`src/rtl/i2c_master_sequencer_pkg.sv`:
```
// Shared types for the I2C master byte-level sequencer.
//   i2c_cmd_e   : command opcodes sent to the bit-level SCL/SDA engine
//   seq_state_e : sequencer FSM states
//   RW_READ / RW_WRITE : encoding of the R/W bit appended to the address
package i2c_master_pkg;

  typedef enum logic [2:0] {
    CMD_START  = 3'd0,
    CMD_TXBYTE = 3'd1,
    CMD_RXBYTE = 3'd2,
    CMD_STOP   = 3'd3,
    CMD_RSTART = 3'd4
  } i2c_cmd_e;

  typedef enum logic [2:0] {
    S_IDLE,
    S_LOAD,
    S_START,
    S_ADDR,
    S_DATA,
    S_STOP,
    S_FIN
  } seq_state_e;

  localparam logic RW_READ  = 1'b1;
  localparam logic RW_WRITE = 1'b0;

endpackage

```
`src/rtl/i2c_master_sequencer_if.sv`:
```
// Command handshake between the byte sequencer and the bit-level engine.
//   cmd_valid/cmd_op/cmd_byte/cmd_nack : command, held stable while valid
//   cmd_done : one-cycle completion pulse from the engine
//   ack_in   : slave ACK for a completed TXBYTE (valid with cmd_done)
//   rx_byte  : received byte for a completed RXBYTE (valid with cmd_done)
// Modports: master = sequencer side, slave = bit engine side.
interface i2c_master_sequencer_if;
  import i2c_master_pkg::*;

  logic       cmd_valid;
  i2c_cmd_e   cmd_op;
  logic [7:0] cmd_byte;
  logic       cmd_nack;
  logic       cmd_done;
  logic       ack_in;
  logic [7:0] rx_byte;

  modport master (
    output cmd_valid, cmd_op, cmd_byte, cmd_nack,
    input  cmd_done, ack_in, rx_byte
  );

  modport slave (
    input  cmd_valid, cmd_op, cmd_byte, cmd_nack,
    output cmd_done, ack_in, rx_byte
  );

endinterface

```
`src/rtl/i2c_master_sequencer.sv`:
```
// Byte-level transaction FSM of the I2C master. Sits between the APB
// register/FIFO front end and the bit-level engine and drives the external
// byte counter (load / decrement, consumes its zero / one flags).
//
// Ports:
//   clk, n_rst        : clock, asynchronous active-low reset
//   go, rw, slave_addr: transaction start pulse and its parameters
//   cnt_zero, cnt_one : byte counter flags
//   load_buffer, decrement : byte counter strobes
//   bus               : command handshake to the bit engine (master side)
//   tx_data, tx_empty, tx_pop : TX FIFO head / pop
//   rx_data, rx_push  : registered received byte / RX FIFO push
//   busy, done, nack_err : status
//   hold_bus          : only with I2C_RSTART_EN; skip STOP and issue a
//                       repeated START on the next transaction
//
// Optional feature macro: I2C_RSTART_EN.
module i2c_master_sequencer
  import i2c_master_pkg::*;
#(
  parameter int BITS = 6
) (
  input  logic       clk,
  input  logic       n_rst,
  input  logic       go,
  input  logic       rw,
  input  logic [6:0] slave_addr,
  input  logic       cnt_zero,
  input  logic       cnt_one,
`ifdef I2C_RSTART_EN
  input  logic       hold_bus,
`endif
  output logic       load_buffer,
  output logic       decrement,
  i2c_master_sequencer_if.master bus,
  input  logic [7:0] tx_data,
  input  logic       tx_empty,
  output logic       tx_pop,
  output logic [7:0] rx_data,
  output logic       rx_push,
  output logic       busy,
  output logic       done,
  output logic       nack_err
);

  // BITS only sizes the external counter; reject a degenerate value here.
  if (BITS < 1) begin : g_bits_chk
    $error("i2c_master_sequencer: BITS must be at least 1");
  end

  seq_state_e state;
  logic       rw_q;
  logic [6:0] addr_q;
  logic       bus_held;
  logic       skip_stop;
  logic       cmd_fire;
  logic       settling;

`ifdef I2C_RSTART_EN
  assign skip_stop = hold_bus;
`else
  assign skip_stop = 1'b0;
`endif

  assign cmd_fire = bus.cmd_valid & bus.cmd_done;
  // One cycle after a byte completes the counter and FIFO head are still
  // updating; wait so cnt_one / tx_data are current before the next issue.
  assign settling = decrement | tx_pop;

  always_ff @(posedge clk or negedge n_rst) begin
    if (!n_rst) begin
      state         <= S_IDLE;
      rw_q          <= RW_WRITE;
      addr_q        <= '0;
      bus_held      <= 1'b0;
      load_buffer   <= 1'b0;
      decrement     <= 1'b0;
      tx_pop        <= 1'b0;
      rx_push       <= 1'b0;
      rx_data       <= '0;
      busy          <= 1'b0;
      done          <= 1'b0;
      nack_err      <= 1'b0;
      bus.cmd_valid <= 1'b0;
      bus.cmd_op    <= CMD_START;
      bus.cmd_byte  <= '0;
      bus.cmd_nack  <= 1'b0;
    end else begin
      load_buffer <= 1'b0;
      decrement   <= 1'b0;
      tx_pop      <= 1'b0;
      rx_push     <= 1'b0;
      done        <= 1'b0;

      case (state)
        S_IDLE: if (go) begin
          rw_q        <= rw;
          addr_q      <= slave_addr;
          nack_err    <= 1'b0;
          load_buffer <= 1'b1;
          busy        <= 1'b1;
          state       <= S_LOAD;
        end

        S_LOAD: begin
          bus.cmd_valid <= 1'b1;
          bus.cmd_op    <= bus_held ? CMD_RSTART : CMD_START;
          bus.cmd_nack  <= 1'b0;
          state         <= S_START;
        end

        S_START: if (cmd_fire) begin
          bus_held     <= 1'b0;
          bus.cmd_op   <= CMD_TXBYTE;
          bus.cmd_byte <= {addr_q, rw_q};
          state        <= S_ADDR;
        end

        S_ADDR: if (cmd_fire) begin
          if (bus.ack_in) begin
            bus.cmd_valid <= 1'b0;
            state         <= S_DATA;
          end else begin
            nack_err      <= 1'b1;
            bus.cmd_op    <= CMD_STOP;
            state         <= S_STOP;
          end
        end

        S_DATA: begin
          if (cmd_fire) begin
            decrement     <= ~cnt_zero;
            bus.cmd_valid <= 1'b0;
            if (rw_q == RW_READ) begin
              rx_data <= bus.rx_byte;
              rx_push <= 1'b1;
            end else begin
              tx_pop  <= 1'b1;
            end
            if (rw_q == RW_WRITE && !bus.ack_in) begin
              // Data NACK always releases the bus.
              nack_err      <= 1'b1;
              bus.cmd_valid <= 1'b1;
              bus.cmd_op    <= CMD_STOP;
              bus.cmd_nack  <= 1'b0;
              state         <= S_STOP;
            end else if (cnt_one) begin
              if (skip_stop) begin
                bus_held <= 1'b1;
                state    <= S_FIN;
              end else begin
                bus.cmd_valid <= 1'b1;
                bus.cmd_op    <= CMD_STOP;
                bus.cmd_nack  <= 1'b0;
                state         <= S_STOP;
              end
            end
          end else if (!bus.cmd_valid && !settling) begin
            if (cnt_zero) begin
              if (skip_stop) begin
                bus_held <= 1'b1;
                state    <= S_FIN;
              end else begin
                bus.cmd_valid <= 1'b1;
                bus.cmd_op    <= CMD_STOP;
                bus.cmd_nack  <= 1'b0;
                state         <= S_STOP;
              end
            end else if (rw_q == RW_READ) begin
              bus.cmd_valid <= 1'b1;
              bus.cmd_op    <= CMD_RXBYTE;
              bus.cmd_nack  <= cnt_one;
            end else if (!tx_empty) begin
              bus.cmd_valid <= 1'b1;
              bus.cmd_op    <= CMD_TXBYTE;
              bus.cmd_byte  <= tx_data;
              bus.cmd_nack  <= 1'b0;
            end
          end
        end

        S_STOP: if (cmd_fire) begin
          bus.cmd_valid <= 1'b0;
          bus_held      <= 1'b0;
          state         <= S_FIN;
        end

        S_FIN: begin
          done  <= 1'b1;
          busy  <= 1'b0;
          state <= S_IDLE;
        end

        default: state <= S_IDLE;
      endcase
    end
  end

endmodule

```
`src/flat_wrapper.sv`:
```
// flat-port wrapper written by rule: the top's interface ports become plain ports
module i2c_master_sequencer_flat import i2c_master_pkg::*;
#(
  parameter int BITS = 6
)
  (clk, n_rst, go, rw, slave_addr, cnt_zero, cnt_one, load_buffer, decrement, tx_data, tx_empty, tx_pop, rx_data, rx_push, busy, done, nack_err, bus_cmd_valid, bus_cmd_op, bus_cmd_byte, bus_cmd_nack, bus_cmd_done, bus_ack_in, bus_rx_byte);
  i2c_master_sequencer_if bus_i ();
  input  logic clk;
  input  logic n_rst;
  input  logic go;
  input  logic rw;
  input  logic [6:0] slave_addr;
  input  logic cnt_zero;
  input  logic cnt_one;
  output logic load_buffer;
  output logic decrement;
  input  logic [7:0] tx_data;
  input  logic tx_empty;
  output logic tx_pop;
  output logic [7:0] rx_data;
  output logic rx_push;
  output logic busy;
  output logic done;
  output logic nack_err;
  output wire logic [$bits(bus_i.cmd_valid)-1:0] bus_cmd_valid;
  output wire logic [$bits(bus_i.cmd_op)-1:0] bus_cmd_op;
  output wire logic [$bits(bus_i.cmd_byte)-1:0] bus_cmd_byte;
  output wire logic [$bits(bus_i.cmd_nack)-1:0] bus_cmd_nack;
  input wire logic [$bits(bus_i.cmd_done)-1:0] bus_cmd_done;
  input wire logic [$bits(bus_i.ack_in)-1:0] bus_ack_in;
  input wire logic [$bits(bus_i.rx_byte)-1:0] bus_rx_byte;
  assign bus_cmd_valid = bus_i.cmd_valid;
  assign bus_cmd_op = bus_i.cmd_op;
  assign bus_cmd_byte = bus_i.cmd_byte;
  assign bus_cmd_nack = bus_i.cmd_nack;
  assign bus_i.cmd_done = bus_cmd_done;
  assign bus_i.ack_in = bus_ack_in;
  assign bus_i.rx_byte = bus_rx_byte;
  i2c_master_sequencer #(.BITS(BITS)) u_core (.clk(clk), .n_rst(n_rst), .go(go), .rw(rw), .slave_addr(slave_addr), .cnt_zero(cnt_zero), .cnt_one(cnt_one), .load_buffer(load_buffer), .decrement(decrement), .bus(bus_i), .tx_data(tx_data), .tx_empty(tx_empty), .tx_pop(tx_pop), .rx_data(rx_data), .rx_push(rx_push), .busy(busy), .done(done), .nack_err(nack_err));
endmodule
```
`config.mk`:
```
export PLATFORM = sky130hd
export DESIGN_NAME = i2c_master_sequencer_flat
export DESIGN_NICKNAME = d
export VERILOG_FILES = /design/src/rtl/i2c_master_sequencer_pkg.sv /design/src/rtl/i2c_master_sequencer_if.sv /design/src/rtl/i2c_master_sequencer.sv /design/src/flat_wrapper.sv
export SDC_FILE = /design/constraint.sdc
export NUM_CORES = 1
export LEC_CHECK = 0
export BUFFER_PORTS_ARGS = -buffer_cell sky130_fd_sc_hd__buf_2
export CAP_MARGIN = 20
export CORE_MARGIN = 3
export CORE_UTILIZATION = 50
export CTS_CLUSTER_DIAMETER = 150
export DETAILED_ROUTE_END_ITERATION = 8
export PLACE_DENSITY = 0.79
export SLEW_MARGIN = 20
export SYNTH_ARGS = -nofsm -noshare
export SYNTH_HDL_FRONTEND = slang
export SYNTH_SLANG_ARGS = --single-unit
```
`constraint.sdc`:
```
create_clock -name clk -period 3.7 [get_ports clk]
set_input_delay 0.37 -clock clk [delete_from_list [all_inputs] [get_ports clk]]
set_output_delay 0.37 -clock clk [all_outputs]
set_load 0.005 [all_outputs]
```
Yosys cells after proc, flatten, opt, wreduce, memory -nomap -nowiden

Index checks and enable logic that the tools add are counted.

Equality and inequality tests: 23
Multiplexer cells: 67
Bitwise operators: 4
Reduce and logical (&&, ||, !) cells: 21

Operators with widths:

| operator           | count |
|---|---|
| $mux 3             | 19 |
| $mux 8             | 6 |
| $mux 1             | 35 |
| $reduce_and 7->1   | 3 |
| $pmux 3 s6         | 1 |
| $pmux 8 s2         | 1 |
| $ne 2x2->1 const B | 7 |
| $ne 2x1->1 const B | 6 |
| $pmux 3 s4         | 1 |
| $reduce_and 6->1   | 2 |
| $eq 3x3->1 const B | 3 |
| $reduce_bool 4->1  | 2 |
| $eq 3x2->1 const B | 2 |
| $reduce_bool 2->1  | 3 |
| $ne 5x3->1 const B | 1 |
| $ne 4x4->1 const B | 1 |
| $pmux 1 s2         | 2 |
| $pmux 1 s4         | 1 |
| $reduce_and 2->1   | 2 |
| $reduce_and 4->1   | 1 |
| $eq 3x1->1 const B | 1 |
| $logic_not 1->1    | 3 |
| $logic_not 3->1    | 1 |
| $ne 3x1->1 const B | 1 |
| other kinds (8)    | 10 |

Flip-flop bits (word level): 39
Input port bits: 32
Output and inout bits: 28
Word-level logic and storage cells: 130

Depth between registers and ports, before layout

Gate-level depths: netlist of the first run.

Word-level depth: 6
Mapped depth: 6
Mapped depth without buffers: 4

Least setup slack after synthesis of the first run

No wires, ideal clock.

Path type: reg-to-reg
From: register u_core.state[1]
To: register u_core.bus.cmd_byte[3]
Data arrival time: 1.566 ns
Data required time: 3.575 ns
Setup slack: 2.010 ns
Stages on the path, launching flop included: 6
Clock period less this slack: 1.690 ns
Cells stage by stage: dfrtp_1 -> or3b_1 -> buf_2 -> buf_6 -> mux2_4 -> mux2_2

Cells in the longest elaborated chain, start to end: 3
Elaborated cells between the ends (all ways): 11
Classes of those cells: eq/ne (8); mux (1); reduce/logical (2)

RTL lines:

| element                                         | line                          | RTL |
|---|---|---|
| from (decl)                                     | i2c_master_sequencer.sv:51    | `seq_state_e state;` |
| from (signal assigned)                          | i2c_master_sequencer.sv:72    | `state <= S_IDLE;` |
| from (signal assigned)                          | i2c_master_sequencer.sv:102   | `state <= S_LOAD;` |
| from (signal assigned)                          | i2c_master_sequencer.sv:109   | `state <= S_START;` |
| $eq 3x3->1 / $eq 3x2->1 (equally long branches) | i2c_master_sequencer.sv:95    | `case (state)` |
| $ne 2x2->1 (no line) (tied with other cells)    | -                             |  |
| $reduce_and 7->1 (no line)                      | -                             |  |
| to (signal assigned)                            | i2c_master_sequencer.sv:115   | `bus.cmd_byte <= {addr_q, rw_q};` |
| to (signal assigned)                            | i2c_master_sequencer.sv:176   | `bus.cmd_byte <= tx_data;` |
| to (decl)                                       | i2c_master_sequencer_if.sv:19 | `output cmd_valid, cmd_op, cmd_byte, cmd_nack,` |

Several ways; a longest one is shown, not always the timed one.
A chain may end at the register's enable or synchronous reset.

Final worst setup path of the first run

From: register u_core.state[2]
To: register u_core.bus.cmd_byte[3]

The elaborated chain is that of the path after synthesis.

==> flow_summary.toml, run 1 <==
[outcome]
status = "complete, no violations"

[setup_path]
reg2reg_slack_ns = 1.64
cp-end-kind = "register"
worstSetupPathType = "register to register"
rr_worst_depth = 3
worstPathMaxFanout = 17
required_ns = 3.92
r2r-end = "u_core.bus.cmd_byte[3]$_DFFE_PN0P_"
crit_path_start_kind = "register"
critPathArrivalTime_ns = 2.29
r2r-start = "u_core.state[2]$_DFFE_PN0P_"

[clock_network]
cts-htree-levels = 2
clock_sinks = 38
path_clk_slew_ns = 0.10
postCtsSetupRepairBufs = 0
cts_hold_buf = 0
root_buffer = "clkbuf_4"
cts-resized-gates = 0
cts_inserted_buffers = 5
clk-insertion-delay-late_ns = 0.33
cts_max_path_buffers = 2
cts_tree = "built"

[timing]
hold_ws_ns = 0.113
finalClockSkew_ns = 0.00632
tightestPinTransition_ns = 0.809
hold_viol = 0
period_needed_ns = 2.06
maxSlewViolCount = 0
relSlewSlack_pct = 46.0
finalCritPeriodShare_pct = 55.8
finalSetupViolations = 0
rsz0062_at_grt = "no"
fmax_mhz = 484
fin_setup_tns_ns = 0

[pwr]
power_density_mw_per_mm2 = 744
ir_worst_vdd_mv = 0.411
p_leak_nw = 1.09
finalPower_w = 0.00159

[flow_run]
max-cap-violations = 0

[cells_and_area]
syn2layout_area_growth_pct = 19.4
fill_cells = 281
fin_cells = 251
finalNetCount = 237
fin_area_mm2 = 0.00214
antenna_cells = 0
drive_gt1_share_pct = 45.4

[synthesis]
netlist.area_leader.share_pct = 53.1
synth-async-reset-ratio_pct = 100
synth_area_leaders = "dfrtp_1 (53%), mux2_2 (16%), o21ai_0 (2.2%)"
synth_nets = 183
ys_ff_latch = 38
syn_inst = 151
yosysMostFrequentCell = "dfrtp_1"
yosys_warnings = 0
synthesis.area_mm2 = 0.00179
synthFlopType = "dfrtp_1"
yosys.area.top_type = "dfrtp_1"
avgSynthCellArea_um2 = 11.9
synth_edf_count = 0
ys_types = 41
synth.cells.most_frequent = "dfrtp_1 (38), mux2_2 (26), o21ai_0 (8), nor3_1 (7)"
yosysSeqAreaShare_pct = 53.1

[global_routing]
antenna_found_initial = 0
grt_max_degree = 39
track_usage_pct = 20.1
grt_pass1_wl_um = 6530
grt-ovfl-total = 0
grt_pass1_vias = 1380

[route]
ant_nets = 0
drt_iter0_markers = 85
wl_um = 3940
first_pass_iters = 4
wl_met2_um = 1950
wl_met3_um = 306
wl_met1_um = 1660
drc = 0
vias = 1377
wl_per_cell_um = 15.7
highest_layer = "met4"
vias_per_cell = 5.49

[floorplan]
design.core.area_mm2 = 0.00339
dieArea_mm2 = 0.00434
boundaryPins = 60
die_height_um = 65.9
num_rows = 21
start_util_pct = 52.9
die_w_um = 65.9

[place]
post_dp_cell_area_mm2 = 0.00209
dp_hpwl_um = 2940
placedCellCount = 244
finalWeightedCongestion = 0.912
io_buffers = 58

[worst_hold_path]
worstHoldPathType = "input pin to asynchronous set/reset pin"
-- registers in the layout (all words and copies together), names as in the netlist, 2 cells and up --
name / count
u_core.addr_q: 7
u_core.bus.cmd_byte: 8
u_core.bus.cmd_op: 2
u_core.rx_data: 8
u_core.state: 3
-- layout make-up --
class	count	area (um2)	area share, %
Tap cell	46	57.6	2.69
Multi-Input combinational cell	97	777	36.3
Inverter	5	18.8	0.877
Timing Repair Buffer	58	290	13.6
Clock buffer	7	45.0	2.11
Sequential cell	38	951	44.4
-- through the flow --
step / utilization (%) / setup WS (ns)
global route: 63.1 / 1.51
CTS: 62.9 / 1.58
finish: 63.1 / 1.64
floorplan: - / 2.01
global placement: 61.5 / 1.62
detailed placement: 61.5 / 1.59
-- cells by family (layout without fill, tap and decap cells) --
group / after synthesis / in the layout / synth area share, %
compound gates: 33 / 33 / 12.4
flops: 38 / 38 / 53.1
buf+inv: 16 / 70 / 4.40
other cells: 1 / 1 / 0.209
mux: 30 / 30 / 19.1
simple gates: 33 / 33 / 10.8
-- worst max path at each step --
stage	from	to	slack [ns]	cells after the start
after floorplan	u_core.state[1]$_DFFE_PN0P_	u_core.bus.cmd_byte[3]$_DFFE_PN0P_	2.01	5
after global placement	u_core.state[0]$_DFFE_PN0P_	u_core.addr_q[5]$_DFFE_PN0P_	1.62	2
after detailed placement	u_core.state[0]$_DFFE_PN0P_	u_core.addr_q[4]$_DFFE_PN0P_	1.59	2
after CTS	u_core.state[0]$_DFFE_PN0P_	u_core.addr_q[4]$_DFFE_PN0P_	1.58	2
after global routing	u_core.state[2]$_DFFE_PN0P_	u_core.bus.cmd_byte[3]$_DFFE_PN0P_	1.51	3
final	u_core.state[2]$_DFFE_PN0P_	u_core.bus.cmd_byte[3]$_DFFE_PN0P_	1.64	3
-- power breakdown --
part / total, W / switching (W) / internal, W
Clock: 0.000195 / 0.000124 / 0.0000717
Combinational: 0.000648 / 0.000293 / 0.000355
Sequential: 0.000748 / 0.000167 / 0.000581
Total: 0.00159 / 0.000584 / 0.00101
-- critical path, stage by stage (launching register included) --
cell	delay, ns
dfrtp_1	0.63
or3b_1	0.68
mux2_4	0.39
mux2_2	0.25
-- cell usage in the layout, fill, tap and decap left out, types with 2 or more instances in the layout --
| cell type | synthesis | final |
|---|---|---|
| buf_2 | 6 | 58 |
| dfrtp_1 | 38 | 38 |
| mux2_2 | 26 | 26 |
| o21ai_0 | 8 | 8 |
| nor3_1 | 7 | 7 |
| a21oi_1 | 6 | 6 |
| inv_1 | 5 | 5 |
| clkbuf_4 | 0 | 5 |
| nor2_1 | 4 | 4 |
| nand2_1 | 3 | 3 |
| o31ai_1 | 3 | 3 |
| and3_1 | 2 | 2 |
| a31oi_1 | 2 | 2 |
| o2bb2ai_1 | 2 | 2 |
| nor2b_1 | 2 | 2 |
| a221oi_1 | 2 | 2 |
| nand2b_1 | 2 | 2 |
| mux2i_1 | 2 | 2 |
| nor4_1 | 2 | 2 |
| a211o_1 | 2 | 2 |
| a21boi_0 | 2 | 2 |
| mux2_4 | 2 | 2 |
| clkbuf_1 | 3 | 2 |
-- routing by layer --
metal	track usage, %	vias up
met2	33.2	63
met1	25.4	656
met4	8.29	0
met3	4.25	2
li1	-	656
met5	0	-
Note: power is estimated with default switching activity, not from simulation.
==> run 2, diff against run 1 <==
==> constraint.sdc (replaced) <==
create_clock -name clk -period 1.9 [get_ports clk]
set_input_delay 0.19 -clock clk [delete_from_list [all_inputs] [get_ports clk]]
set_output_delay 0.19 -clock clk [all_outputs]
set_load 0.005 [all_outputs]
==> flow_summary.toml, run 2 (synthesis results as in run 1) <==
[floorplan]
start_util_pct = 52.9
die_w_um = 65.9
boundaryPins = 60
dieArea_mm2 = 0.00434
die_height_um = 65.9
num_rows = 21
design.core.area_mm2 = 0.00339

[timing]
period_needed_ns = 1.78
fmax_mhz = 563
finalSetupViolations = 0
maxSlewViolCount = 0
hold_viol = 0
finalCritPeriodShare_pct = 93.4
finalClockSkew_ns = 0.00790
rsz0062_at_grt = "no"
fin_setup_tns_ns = 0

[cells_and_area]
antenna_cells = 0
drive_gt1_share_pct = 48.6
layout_common_cells = "buf_2 (58), dfrtp_1 (38), mux2_2 (26)"
syn2layout_area_growth_pct = 24.7
final_common_cell = "buf_2"
fin_cells = 264
top_regs = "u_core.bus.cmd_byte: 8 flops, u_core.rx_data: 8 flops, u_core.addr_q: 7 flops"
finalNetCount = 250

[pwr]
p_leak_nw = 1.15
finalPower_w = 0.00324
ir_worst_vdd_mv = 0.869
power_density_mw_per_mm2 = 1450

[global_routing]
grt_pass1_vias = 1519
grt_pass1_wl_um = 7270
track_usage_pct = 22.4
antenna_found_initial = 0
grt_max_degree = 17
grt-ovfl-total = 0

[place]
dp_hpwl_um = 3270
placedCellCount = 256
finalWeightedCongestion = 0.920
io_buffers = 58

[setup_path]
crit_slowest_cell = "dfrtp_1"
path_cells = "nor3_1 -> a31oi_1 -> or2_1 -> mux2_2"
critical-path-max-stage-delay_ns = 0.43
critPathArrivalTime_ns = 2.00
required_ns = 2.12
cp-end-kind = "register"
worstSetupPathType = "register to register"
worstPathMaxFanout = 8
crit_path_start_kind = "register"

[flow_run]
max-cap-violations = 0

[route]
first_pass_iters = 4
wl_per_cell_um = 15.8
ant_nets = 0
vias_per_cell = 5.55
wl_um = 4180
drt_iter0_markers = 80
vias = 1464
drc = 0

[outcome]
status = "complete, no violations"

[clock_network]
clock_sinks = 38
root_buffer = "clkbuf_4"
path_clk_slew_ns = 0.11
clk-insertion-delay-late_ns = 0.33
cts-htree-levels = 2
cts_inserted_buffers = 5
cts_tree = "built"
cts_max_path_buffers = 2

[worst_hold_path]
worstHoldPathType = "input pin to register"
[run 2: where the power goes]
part           internal (W)  total [W]  leakage (nW)  switching (W)
combinational      0.000785    0.00151         0.645       0.000729
sequential          0.00113    0.00135         0.478       0.000214
clock              0.000140   0.000379        0.0254       0.000240
[run 2: metrics by stage]
step	hold WS (ns)	utilization, %	cell area [um2]	setup WS [ns]
6_report	0.0788	65.9	2230	0.125
5_1_grt	0.0513	65.9	2230	0.0537
4_1_cts	0.0608	65.8	2230	0.0903
3_5_place_dp	0.123	64.2	2180	0.127
3_3_place_gp	0.120	64.2	2180	0.165
2_1_floorplan	-0.106	-	1790	0.210
[run 2: cell type report]
class	count	area (um2)
flip-flops and latches	38	951
fillers	269	1160
clock buffers	7	45.0
well taps	46	57.6
repair buffers	71	390
inverters	5	18.8
multi-input cells	97	771
[run 2: timing repair]
item / CTS / global route
hold endpoints to repair: 14 / 0
buffers inserted: 0 / 0
hold buffers: 1 / 0
endpoints found under the setup margin: 0 / 1
resized for setup: 0 / 1
[run 2: final timing paths]
check / startpoint / to / slack, ns / depth (start not counted)
min: rw / u_core.rw_q$_DFFE_PN0P_ / 0.08 / 2
max: u_core.bus.cmd_valid$_DFFE_PN0P_ / u_core.bus.cmd_byte[1]$_DFFE_PN0P_ / 0.12 / 4
min reg2reg: u_core.rx_data[0]$_DFFE_PN0P_ / u_core.rx_data[0]$_DFFE_PN0P_ / 0.51 / 1
max in group asynchronous: n_rst / u_core.bus.cmd_byte[0]$_DFFE_PN0P_ / 1.10 / 3
min in group asynchronous: n_rst / u_core.nack_err$_DFFE_PN0P_ / 0.31 / 2
max reg2reg: u_core.bus.cmd_valid$_DFFE_PN0P_ / u_core.bus.cmd_byte[1]$_DFFE_PN0P_ / 0.12 / 4
[run 2: worst max-delay path, delay by kind of cell, from the launching register on]
family           cells  cell delay, ns
AND/OR/NAND/NOR      2            0.73
flip-flops           1            0.43
multiplexers         1            0.31
AO/OA/AOI/OAI        1            0.19
[run 2: layer usage]
metal / share of wire [%] / GRT usage [%] / vias up
li1: - / - / 680
met1: 39 / 28.6 / 705
met2: 50 / 35.0 / 71
met3: 8.9 / 6.80 / 8
met4: 1.8 / 9.59 / 0
met5: 0 / 0 / -
